--- config.mk ---
export PLATFORM = sky130hd
export DESIGN_NAME = dtm_dmi
export DESIGN_NICKNAME = d
export VERILOG_FILES = /design/src/rtl/dtm_pkg.sv /design/src/rtl/dtm_shift_reg.sv /design/src/rtl/dtm_dmi.sv
export SDC_FILE = /design/constraint.sdc
export NUM_CORES = 1
export LEC_CHECK = 0
export ABC_AREA = 0
export BUFFER_PORTS_ARGS = -buffer_cell sky130_fd_sc_hd__buf_2
export CAP_MARGIN = 15
export CORE_AREA = 2 2 168 170
export CTS_CLUSTER_SIZE = 28
export DETAILED_ROUTE_END_ITERATION = 16
export DIE_AREA = 0 0 170 172
export GPL_TIMING_DRIVEN = 0
export SETUP_SLACK_MARGIN = 0.05
export SLEW_MARGIN = 20
export SYNTH_ARGS = -nofsm -noshare
export SYNTH_HDL_FRONTEND = slang
export SYNTH_SLANG_ARGS = --single-unit
--- constraint.sdc ---
create_clock -name i_tck -period 1.85 [get_ports i_tck]
set_input_delay 0.2775 -clock i_tck [delete_from_list [all_inputs] [get_ports i_tck]]
set_output_delay 0.2775 -clock i_tck [all_outputs]
set_load 0.1 [all_outputs]
--- src/rtl/dtm_pkg.sv ---
// dtm_pkg: shared definitions for the JTAG DTM register block.
//   - DMI request op and response status encodings
//   - dtmcs field bit positions and a helper that assembles the capture word
//   - DMI handshake FSM state encoding
package dtm_pkg;

  // DMI request ops (dmi.op written by the debugger)
  localparam logic [1:0] DMI_OP_NOP   = 2'd0;
  localparam logic [1:0] DMI_OP_READ  = 2'd1;
  localparam logic [1:0] DMI_OP_WRITE = 2'd2;

  // DMI response status (also the sticky error encoding)
  localparam logic [1:0] DMI_RSP_OK     = 2'd0;
  localparam logic [1:0] DMI_RSP_FAILED = 2'd2;
  localparam logic [1:0] DMI_RSP_BUSY   = 2'd3;

  localparam int DTMCS_W             = 32;
  localparam int DTMCS_HARDRESET_BIT = 17;
  localparam int DTMCS_DMIRESET_BIT  = 16;
  localparam int DTMCS_IDLE_LSB      = 12;
  localparam int DTMCS_STAT_LSB      = 10;
  localparam int DTMCS_ABITS_LSB     = 4;
  localparam int DTMCS_VERSION_LSB   = 0;

  typedef enum logic [1:0] {
    ST_IDLE = 2'd0,
    ST_REQ  = 2'd1,
    ST_WAIT = 2'd2
  } dmi_state_e;

  function automatic logic [DTMCS_W-1:0] dtmcs_word(input logic [2:0] idle,
                                                    input logic [1:0] stat,
                                                    input logic [5:0] abits,
                                                    input logic [3:0] version);
    logic [DTMCS_W-1:0] w;
    w = '0;
    w[DTMCS_IDLE_LSB    +: 3] = idle;
    w[DTMCS_STAT_LSB    +: 2] = stat;
    w[DTMCS_ABITS_LSB   +: 6] = abits;
    w[DTMCS_VERSION_LSB +: 4] = version;
    return w;
  endfunction

endpackage

--- src/rtl/dtm_shift_reg.sv ---
// dtm_shift_reg: JTAG data register with parallel capture and LSB-first shift.
//   clk_i       - TCK
//   rst_i       - synchronous active-high reset (clears the register)
//   capture_i   - load cap_val_i
//   shift_i     - shift right one bit, tdi_i enters the MSB
//   tdi_i       - serial input
//   cap_val_i   - parallel capture value
//   q_o         - register contents (bit 0 feeds TDO)
module dtm_shift_reg #(
  parameter int WIDTH = 32
) (
  input  logic             clk_i,
  input  logic             rst_i,
  input  logic             capture_i,
  input  logic             shift_i,
  input  logic             tdi_i,
  input  logic [WIDTH-1:0] cap_val_i,
  output logic [WIDTH-1:0] q_o
);

  logic [WIDTH-1:0] sr_q;

  always_ff @(posedge clk_i) begin
    if (rst_i) begin
      sr_q <= '0;
    end else if (capture_i) begin
      sr_q <= cap_val_i;
    end else if (shift_i) begin
      sr_q <= {tdi_i, sr_q[WIDTH-1:1]};
    end
  end

  assign q_o = sr_q;

endmodule

--- src/rtl/dtm_dmi.sv ---
// dtm_dmi: JTAG DTM register block (dtmcs + dmi) in the TCK domain.
//   i_tck, i_rst                    - clock, synchronous active-high reset
//   i_capture/i_shift/i_update      - TAP strobes
//   i_sel_dtmcs/i_sel_dmi           - IR selects
//   i_tdi/o_tdo                     - serial data (o_tdo on falling edge)
//   o_req_*/i_req_ready             - DMI request toward the Debug Module
//   i_rsp_*                         - DMI response from the Debug Module
//   o_dmi_hardreset                 - one-cycle DM bus reset pulse
//
// state   | meaning
// IDLE    | no transaction outstanding
// REQ     | request presented, waiting for i_req_ready
// WAIT    | request accepted, waiting for i_rsp_valid
module dtm_dmi
  import dtm_pkg::*;
#(
  parameter int ABITS   = 7,
  parameter int IDLE    = 1,
  parameter int VERSION = 1
) (
  input  logic             i_tck,
  input  logic             i_rst,
  input  logic             i_capture,
  input  logic             i_shift,
  input  logic             i_update,
  input  logic             i_sel_dtmcs,
  input  logic             i_sel_dmi,
  input  logic             i_tdi,
  output logic             o_tdo,
  output logic             o_req_valid,
  input  logic             i_req_ready,
  output logic [ABITS-1:0] o_req_addr,
  output logic [31:0]      o_req_data,
  output logic [1:0]       o_req_op,
  input  logic             i_rsp_valid,
  input  logic [31:0]      i_rsp_data,
  input  logic [1:0]       i_rsp_op,
  output logic             o_dmi_hardreset
);

  localparam int DmiW = ABITS + 34;

  dmi_state_e       state_q, state_d;
  logic [1:0]       sticky_q, sticky_d;
  logic [ABITS-1:0] addr_q, addr_d;
  logic [31:0]      wdata_q, wdata_d;
  logic [31:0]      rdata_q, rdata_d;
  logic [1:0]       op_q, op_d;
  logic             hardreset_q;
  logic             tdo_q;

  logic [DTMCS_W-1:0] dtmcs_sr, dtmcs_cap;
  logic [DmiW-1:0]    dmi_sr, dmi_cap;
  logic [1:0]         dmi_cap_op;
  logic [ABITS-1:0]   upd_addr;
  logic [31:0]        upd_data;
  logic [1:0]         upd_op;

  logic cap_dtmcs, shift_dtmcs, upd_dtmcs;
  logic cap_dmi, shift_dmi, upd_dmi;
  logic busy, dmireset, hardreset;

  assign cap_dtmcs   = i_capture && i_sel_dtmcs;
  assign shift_dtmcs = i_shift   && i_sel_dtmcs;
  assign upd_dtmcs   = i_update  && i_sel_dtmcs;
  assign cap_dmi     = i_capture && i_sel_dmi;
  assign shift_dmi   = i_shift   && i_sel_dmi;
  assign upd_dmi     = i_update  && i_sel_dmi;

  assign busy      = (state_q != ST_IDLE);
  assign hardreset = upd_dtmcs && dtmcs_sr[DTMCS_HARDRESET_BIT];
  assign dmireset  = upd_dtmcs && dtmcs_sr[DTMCS_DMIRESET_BIT];

  assign dtmcs_cap = dtmcs_word(3'(IDLE), sticky_q, 6'(ABITS), 4'(VERSION));

  // A latched error takes precedence over the live busy indication.
  assign dmi_cap_op = (sticky_q != 2'd0) ? sticky_q :
                      busy               ? DMI_RSP_BUSY : DMI_RSP_OK;
  assign dmi_cap    = {addr_q, rdata_q, dmi_cap_op};

  assign {upd_addr, upd_data, upd_op} = dmi_sr;

  dtm_shift_reg #(.WIDTH(DTMCS_W)) u_dtmcs_sr (
    .clk_i     (i_tck),
    .rst_i     (i_rst),
    .capture_i (cap_dtmcs),
    .shift_i   (shift_dtmcs),
    .tdi_i     (i_tdi),
    .cap_val_i (dtmcs_cap),
    .q_o       (dtmcs_sr)
  );

  dtm_shift_reg #(.WIDTH(DmiW)) u_dmi_sr (
    .clk_i     (i_tck),
    .rst_i     (i_rst),
    .capture_i (cap_dmi),
    .shift_i   (shift_dmi),
    .tdi_i     (i_tdi),
    .cap_val_i (dmi_cap),
    .q_o       (dmi_sr)
  );

  always_comb begin
    state_d  = state_q;
    sticky_d = sticky_q;
    addr_d   = addr_q;
    wdata_d  = wdata_q;
    rdata_d  = rdata_q;
    op_d     = op_q;

    case (state_q)
      ST_REQ: begin
        if (i_req_ready) state_d = ST_WAIT;
      end
      ST_WAIT: begin
        if (i_rsp_valid) begin
          state_d = ST_IDLE;
          if (i_rsp_op == DMI_RSP_OK && op_q == DMI_OP_READ) rdata_d = i_rsp_data;
          if ((i_rsp_op == DMI_RSP_FAILED || i_rsp_op == DMI_RSP_BUSY) && sticky_q == 2'd0)
            sticky_d = i_rsp_op;
        end
      end
      default: ;
    endcase

    // Observing the dmi register mid-transaction means the debugger polled too fast.
    if (cap_dmi && busy && sticky_q == 2'd0) sticky_d = DMI_RSP_BUSY;

    if (upd_dmi && sticky_q == 2'd0) begin
      if (busy) begin
        sticky_d = DMI_RSP_BUSY;
      end else if (upd_op == DMI_OP_READ || upd_op == DMI_OP_WRITE) begin
        addr_d  = upd_addr;
        wdata_d = upd_data;
        op_d    = upd_op;
        state_d = ST_REQ;
      end
    end

    if (dmireset || hardreset) sticky_d = 2'd0;

    // Hardreset abandons the transaction; a response on the same edge is dropped.
    if (hardreset) begin
      state_d = ST_IDLE;
      rdata_d = rdata_q;
    end
  end

  always_ff @(posedge i_tck) begin
    if (i_rst) begin
      state_q     <= ST_IDLE;
      sticky_q    <= 2'd0;
      addr_q      <= '0;
      wdata_q     <= '0;
      rdata_q     <= '0;
      op_q        <= 2'd0;
      hardreset_q <= 1'b0;
    end else begin
      state_q     <= state_d;
      sticky_q    <= sticky_d;
      addr_q      <= addr_d;
      wdata_q     <= wdata_d;
      rdata_q     <= rdata_d;
      op_q        <= op_d;
      hardreset_q <= hardreset;
    end
  end

  // TDO changes on the falling edge so it is stable for the TAP's rising-edge sample.
  always_ff @(negedge i_tck) begin
    if (i_rst) begin
      tdo_q <= 1'b0;
    end else begin
      tdo_q <= i_sel_dmi ? dmi_sr[0] : dtmcs_sr[0];
    end
  end

  logic unused_dtmcs;
  assign unused_dtmcs = ^{dtmcs_sr[DTMCS_W-1:DTMCS_HARDRESET_BIT+1],
                          dtmcs_sr[DTMCS_DMIRESET_BIT-1:0]};

  assign o_tdo           = tdo_q;
  assign o_req_valid     = (state_q == ST_REQ);
  assign o_req_addr      = addr_q;
  assign o_req_data      = wdata_q;
  assign o_req_op        = op_q;
  assign o_dmi_hardreset = hardreset_q;

endmodule

# Word level (Yosys, flattened, before mapping)
# Cells that the tools add are included.
[word_totals]
reg_bits = 152
inputBits = 44
out_inout_bits = 44
wordCells = 66
[classes]
eq_ne = 7
n_mux = 19
bitwise_logic = 2
n_reduce_logical = 27
[op_table]
columns = ["operator", "n"]
rows = [
  ["41-bit 2-to-1 mux", 2],
  ["13-bit 2-to-1 mux", 2],
  ["2-bit 2-to-1 mux", 13],
  ["1-bit logical AND", 13],
  ["2-bit == test (second input constant)", 4],
  ["2-bit nonzero test", 4],
  ["2-bit by 1-bit == test with 1-bit output (second input constant)", 3],
  ["2-bit OR reduction", 3],
  ["2-bit zero test", 2],
  ["2-bit case mux with 2 select lines", 1],
  ["4-bit AND reduction", 1],
  ["1-bit logical OR", 3],
  ["3-bit AND reduction", 1],
  ["1-bit NOT", 2],
  ["1-bit 2-to-1 mux", 1],
]

# Depth between registers and ports, before layout
# Gate-level depths: netlist of the first run.
[logic_depth]
word_depth = 9
ltp_mapped = 6
mapped_depth_nobuf = 5

# By module
# From an unflattened synthesis of the first run, not the netlist that was laid out.
[unflattened]
cells_unflattened = 697
area_unflattened_um2 = 7151.9
[modules_own_cells]
columns = ["mod", "n_inst", "cells_each", "area_per_inst_um2", "seq_area_each_um2"]
rows = [
  ["dtm_dmi", 1, 372, 3686.0, 1581.5],
  ["dtm_shift_reg at u_dmi_sr", 1, 183, 1955.6, 820.8],
  ["dtm_shift_reg at u_dtmcs_sr", 1, 142, 1510.2, 640.6],
]

==> results of run 1 <==
-- Yosys cell counts (all sizes together) --
cell type  number  area [um^2]
mux2i          72          721
xor2            1         8.76
and2            2         12.5
or4b            1         13.8
buf            19          129
nand2b        145          907
o31a            3         26.3
or3b           39          342
a21oi          28          140
a31oi           3         18.8
ha              3         37.5
clkbuf         43          161
nor4bb          2         20.0
a211oi         46          345
a21o            1         7.51
nand3b          2         15.0
o22ai           6         37.5
nor3            3         26.3
and3            5         31.3
nand2          54          203
o32ai           2         17.5
or3             1         6.26
inv             8         30.0
nor2b           3         18.8
o21a            3         22.5
o211ai          2         15.0
dfxtp         152         3040
o21ai          41          205
nor2           51          191
or2             3         18.8
and4bb          1         12.5
-- cells by family after synthesis --
| kind of cell | count (synthesis) | share of synthesized area |
|---|---|---|
| DFF | 152 | 0.449 |
| AOI/OAI and AO/OA | 135 | 0.123 |
| muxes | 72 | 0.106 |
| adders and majority gates | 3 | 0.00553 |
| and+or+nand+nor | 312 | 0.268 |
| xor gates and xnor gates | 1 | 0.00129 |
| buffers and inverters | 70 | 0.0472 |
-- layout make-up --
class / instances / area (um^2)
Fill cell: 2862 / 19200
Multi-Input combinational cell: 523 / 3420
Sequential cell: 152 / 3050
Timing Repair Buffer: 86 / 463
Clock buffer: 20 / 458
Tap cell: 346 / 433
Buffer: 62 / 322
Clock inverter: 13 / 143
Inverter: 7 / 26.3
-- sequential cells by signal, summed over array words and instances, names as in the netlist --
| name | count |
|---|---|
| o_dmi_hardreset | 1 |
| o_req_addr | 7 |
| o_req_data | 32 |
| o_req_op | 2 |
| o_tdo | 1 |
| rdata_q | 32 |
| state_q | 2 |
| sticky_q | 2 |
| u_dmi_sr.q_o | 41 |
| u_dtmcs_sr.q_o | 32 |
-- per-layer routing --
layer  GRT usage  vias to the layer above  share of wire
met1       0.168                     2574           0.48
met4      0.0427                        2          0.015
met3      0.0275                       22          0.040
li1            -                     2754              -
met5           0                        -        0.00071
met2       0.210                      107           0.46
-- placed cells by master (no fill, tap or decap), drive strengths merged, types with 5 or more instances in the layout --
| cell type | netlist | final |
|---|---|---|
| mux2i | 72 | 72 |
| clkinvlp | 0 | 5 |
| o22ai | 6 | 6 |
| a211oi | 46 | 46 |
| o21ai | 41 | 41 |
| and3 | 5 | 5 |
| inv | 8 | 11 |
| nand2 | 54 | 54 |
| buf | 19 | 104 |
| a21oi | 28 | 28 |
| dfxtp | 152 | 152 |
| or3b | 39 | 39 |
| nor2 | 51 | 51 |
| nand2b | 145 | 145 |
| clkbuf | 43 | 64 |
-- timing repair --
item                                    4_1_cts  5_1_grt
pin swaps                                     1        0
hold endpoints to repair                      0        0
gates resized for setup                       4        1
hold buffers                                  0        0
endpoints found under the setup margin       31        2
buffers inserted                              1        0
-- stage by stage --
stage	power (W)	TNS (ns)	setup WS, ns
3_3_place_gp	0.00425	-5.70	-0.162
6_report	0.00771	-0.306	-0.306
3_5_place_dp	0.00426	-6.97	-0.170
4_1_cts	0.00778	-0.318	-0.318
5_1_grt	0.00799	-0.324	-0.324
2_1_floorplan	0.00403	0	0.0311
-- worst min-delay path by stage --
stage | to | slack [ns] | depth (start not counted) | from
floorplan | u_dtmcs_sr.q_o[31]$_SDFFE_PP0P_ | 0.41 | 2 | i_tdi
global placement | u_dtmcs_sr.q_o[13]$_SDFFE_PP0P_ | 0.44 | 2 | u_dtmcs_sr.q_o[14]$_SDFFE_PP0P_
detailed placement | u_dtmcs_sr.q_o[8]$_SDFFE_PP0P_ | 0.44 | 2 | u_dtmcs_sr.q_o[9]$_SDFFE_PP0P_
CTS | rdata_q[6]$_SDFFE_PP0P_ | 0.1 | 3 | i_rsp_data[6]
global route | rdata_q[5]$_SDFFE_PP0P_ | 0.11 | 3 | i_rsp_data[5]
finish | rdata_q[6]$_SDFFE_PP0P_ | 0.11 | 3 | i_rsp_data[6]
-- power by group through the flow --
stage                     sequential (W)   clock (W)  combinational [W]
after CTS                        0.00343     0.00358           0.000760
after floorplan                  0.00358  0.00000671           0.000447
after detailed placement         0.00350  0.00000671           0.000753
after global placement           0.00350  0.00000671           0.000746
final                            0.00343     0.00352           0.000756
after global routing             0.00344     0.00372           0.000829
==> results.json, run 1 <==
{
  "hpwl_um": 13100,
  "place_area_mm2": 0.00768,
  "first_pass_iters": 5,
  "die_h_um": 172,
  "crit_path_start": "o_tdo$_SDFF_NP0_",
  "yosys_warnings": 0,
  "relSlewSlack": 0.582,
  "htreeDepth": 4,
  "crit_end": "o_tdo",
  "final_nets": 897,
  "critPathTopFamily": "flip-flops",
  "clkLatencyLatePin_ns": 0.45,
  "num_rows": 61,
  "violations": "negative setup slack",
  "diodes": 0,
  "finalWorstSetupSlack_ns": -0.306,
  "reg2regPathDepth": 2,
  "yosysSeqAreaShare": 0.449,
  "yosysUniqueCellTypes": 37,
  "area_growth_syn_to_layout_pct": 22.6,
  "hold_class": "in2reg",
  "wl_per_cell_um": 15.1,
  "setup_viol": 1,
  "p_switching_w": 0.00198,
  "stdcell_count": 1209,
  "cts-root-buf": "clkbuf_16",
  "syn_nets": 792,
  "worst_pin_slew_ns": 0.626,
  "p_clk_frac": 0.456,
  "numCtsBuffers": 17,
  "p_leak_nw": 2.97,
  "critPathMaxFanout": 1,
  "worstPathArrival_ns": 1.88,
  "status": "finished with violations",
  "grt_pass1_vias": 5395,
  "rsz0062_at_grt": "yes",
  "clockBufferDepth": 2,
  "cp.depth": 1,
  "antenna_left": 0,
  "placed_cells": 1176,
  "crit_type": "reg2out",
  "hold_viol": 0,
  "routabilityCongestion": 0.773,
  "cp_cell_sequence": "buf_12",
  "path_buf_inv": 1,
  "critPathSlowestCell": "dfxtp_4",
  "max_stage_delay_ns": 0.34,
  "port_buffers": 85,
  "reg2reg_to": "o_tdo$_SDFF_NP0_",
  "drv_slew": 0,
  "cts_tree": "done",
  "swShare": 0.257,
  "dieWidth_um": 170,
  "drc_errors": 0,
  "core-area_mm2": 0.0275,
  "num_vias": 5459,
  "syn_inst": 745,
  "p_per_area_mw_per_mm2": 926,
  "ios": 88,
  "postRouteWirelength_um": 18200,
  "power.share.sequential": 0.445,
  "clock_sinks": 152,
  "syn_area_mm2": 0.00678,
  "vias_per_cell": 4.52,
  "syn_area_per_cell_um2": 9.11,
  "combPwrFrac": 0.098,
  "rrSetupSlack_ns": 0.14,
  "drive_gt1_frac": 0.166,
  "initial_core_util": 0.247,
  "postLayoutCoreUtil": 0.303,
  "fin_area_mm2": 0.00832,
  "grt_pass1_wl_um": 29100,
  "grt_use_total": 0.128,
  "drt-initial-drc-count": 403,
  "path_clk_slew_ns": 0.07,
  "cp-end-kind": "output port",
  "holdWs_ns": 0.107,
  "grt_start_max_net_pins": 17,
  "dieArea_mm2": 0.0292,
  "vdd_ir_drop_max_mv": 0.684,
  "cp-start-kind": "flip-flop",
  "synth_seq_cells": 152,
  "antenna_found_initial": 1,
  "grt_overflow": 0,
  "worstReg2RegStart": "u_dmi_sr.q_o[0]$_SDFFE_PP0P_",
  "crit_required_ns": 1.57,
  "skew_ns": 0.0212,
  "maxCapViolCount": 0,
  "p_int_w": 0.00573
}
No activity file was read; power rests on OpenSTA's default activity.
==> run 2: changes to the inputs <==
==> constraint.sdc (replaced) <==
create_clock -name i_tck -period 1.85 [get_ports i_tck]
set_input_delay 0.2775 -clock i_tck [delete_from_list [all_inputs] [get_ports i_tck]]
set_output_delay 0.2775 -clock i_tck [all_outputs]
set_load 0.005 [all_outputs]
==> run 2 against run 1 <==
The flow still finishes with violations (negative setup slack). Register-to-register slack barely moved. Via count fell by 1.6%. Clock skew rose by 0.0019 ns.
==> results.json, run 2 (synthesized netlist as in run 1, its figures left out) <==
{
  "antenna_left": 0,
  "hold_depth": 3,
  "cts_tree": "done",
  "cp-start-kind": "flip-flop",
  "num_rows": 61,
  "clkLatencyLatePin_ns": 0.44,
  "initial_core_util": 0.247,
  "path_buf_inv": 1,
  "crit_required_ns": 1.57,
  "status": "finished with violations",
  "relSlewSlack": 0.604,
  "dieWidth_um": 170,
  "max_stage_delay_ns": 0.30,
  "grt_overflow": 0,
  "reg2reg_to": "o_tdo$_SDFF_NP0_",
  "worst_pin_slew_ns": 0.595,
  "drc_errors": 0,
  "routabilityCongestion": 0.762,
  "wl_per_cell_um": 14.9,
  "first_pass_iters": 4,
  "place_ws_ns": -0.228,
  "grt_use_total": 0.128,
  "antenna_found_initial": 2,
  "worstPathArrival_ns": 1.77,
  "n_fill_cell": 2931,
  "hold_start": "i_rsp_data[25]",
  "rsz0062_at_grt": "yes",
  "mostFrequentLayoutCells": "151 x dfxtp_1, 145 x nand2b_1, 90 x buf_2",
  "reg2regPathDepth": 2,
  "vias_per_cell": 4.44,
  "cp-end-kind": "output port",
  "critPathSlowestCell": "dfxtp_2",
  "cts-root-buf": "clkbuf_16",
  "grt_start_max_net_pins": 17,
  "drt-initial-drc-count": 295,
  "final_common_cell": "dfxtp_1",
  "final_nets": 898,
  "largest_reg_flops": 41,
  "num_vias": 5369,
  "numCtsBuffers": 17,
  "crit_type": "reg2out",
  "critPathTopFamily": "flip-flops",
  "p_total_w": 0.00748,
  "hold_class": "in2reg",
  "htreeDepth": 4,
  "grt_pass1_wl_um": 29100,
  "setup_viol": 1,
  "core-area_mm2": 0.0275,
  "p_per_area_mw_per_mm2": 904,
  "finalWorstSetupSlack_ns": -0.202,
  "min_to": "rdata_q[25]$_SDFFE_PP0P_",
  "drive_gt1_frac": 0.166,
  "vdd_ir_drop_max_mv": 0.568,
  "critPathMaxFanout": 1,
  "ios": 88,
  "clockBufferDepth": 2,
  "worstReg2RegStart": "u_dmi_sr.q_o[0]$_SDFFE_PP0P_",
  "p_leak_nw": 2.97,
  "path_clk_slew_ns": 0.07,
  "area_growth_syn_to_layout_pct": 21.9,
  "die_h_um": 172,
  "grt_pass1_vias": 5291,
  "violations": "negative setup slack",
  "holdWs_ns": 0.106,
  "dieArea_mm2": 0.0292,
  "rrSetupSlack_ns": 0.14,
  "cp_cell_sequence": "buf_6",
  "hpwl_um": 13000,
  "skew_ns": 0.0231,
  "drv_slew": 0,
  "port_buffers": 85,
  "maxCapViolCount": 0,
  "clock_sinks": 152,
  "hold_viol": 0,
  "postRouteWirelength_um": 18100
}
==> run 2: cell count changes in the layout (fill, tap and decap cells not counted), moves of 2 or more <==
cell	change
inv_6	+4
dfxtp_4	-3
buf_4	+2
clkbuf_1	-2
dfxtp_1	+2
==> run 2: report_power, final <==
part | internal, W | switching [W]
Clock | 0.00188 | 0.00151
Sequential | 0.00336 | 0.0000682
Combinational | 0.000281 | 0.000364
Total | 0.00553 | 0.00195
==> run 2: area by class of cell <==
cell class	count	area (um^2)	area share
Clock buffer	17	425	0.0514
Tap cell	346	433	0.0523
Clock inverter	15	143	0.0172
Inverter	7	26.3	0.00318
Antenna cell	1	2.50	0.000303
Buffer	62	318	0.0384
Timing Repair Buffer	87	459	0.0555
Multi-Input combinational cell	523	3420	0.414
Sequential cell	152	3040	0.368
==> run 2: how the worst max path moves through the flow <==
stage                           from                to  slack [ns]  cells after the start
global placement               i_rst  o_tdo$_SDFF_NP0_       -0.23                      4
CTS                 o_tdo$_SDFF_NP0_             o_tdo       -0.21                      1
global route        o_tdo$_SDFF_NP0_             o_tdo       -0.25                      1
detailed placement             i_rst  o_tdo$_SDFF_NP0_       -0.23                      4
finish              o_tdo$_SDFF_NP0_             o_tdo       -0.20                      1
floorplan                      i_rst  o_tdo$_SDFF_NP0_        0.05                      4
==> run 2: what timing repair did <==
action	4_1_cts	5_1_grt
gates resized for setup	0	2
buffers inserted	2	0
hold buffers	0	0
pin swaps	1	0
endpoints found under the setup margin	31	1
gates cloned	0	0
endpoints found under the hold margin	0	0
==> run 2: metal layers <==
layer	global-route usage	vias up	part of all wire
met5	0	-	0.00072
met1	0.166	2501	0.48
li1	-	2764	-
met2	0.210	83	0.47
met3	0.0288	19	0.038
met4	0.0424	2	0.017
==> run 2: stage by stage <==
stage | setup TNS [ns] | utilization | area [um^2] | cells
after floorplan | 0 | - | 6810 | 745
after global placement | -3.40 | 0.279 | 7670 | 1176
after detailed placement | -5.02 | 0.279 | 7670 | 1176
after CTS | -0.208 | 0.301 | 8260 | 1209
after global routing | -0.248 | 0.301 | 8270 | 1209
final | -0.202 | 0.301 | 8270 | 1210
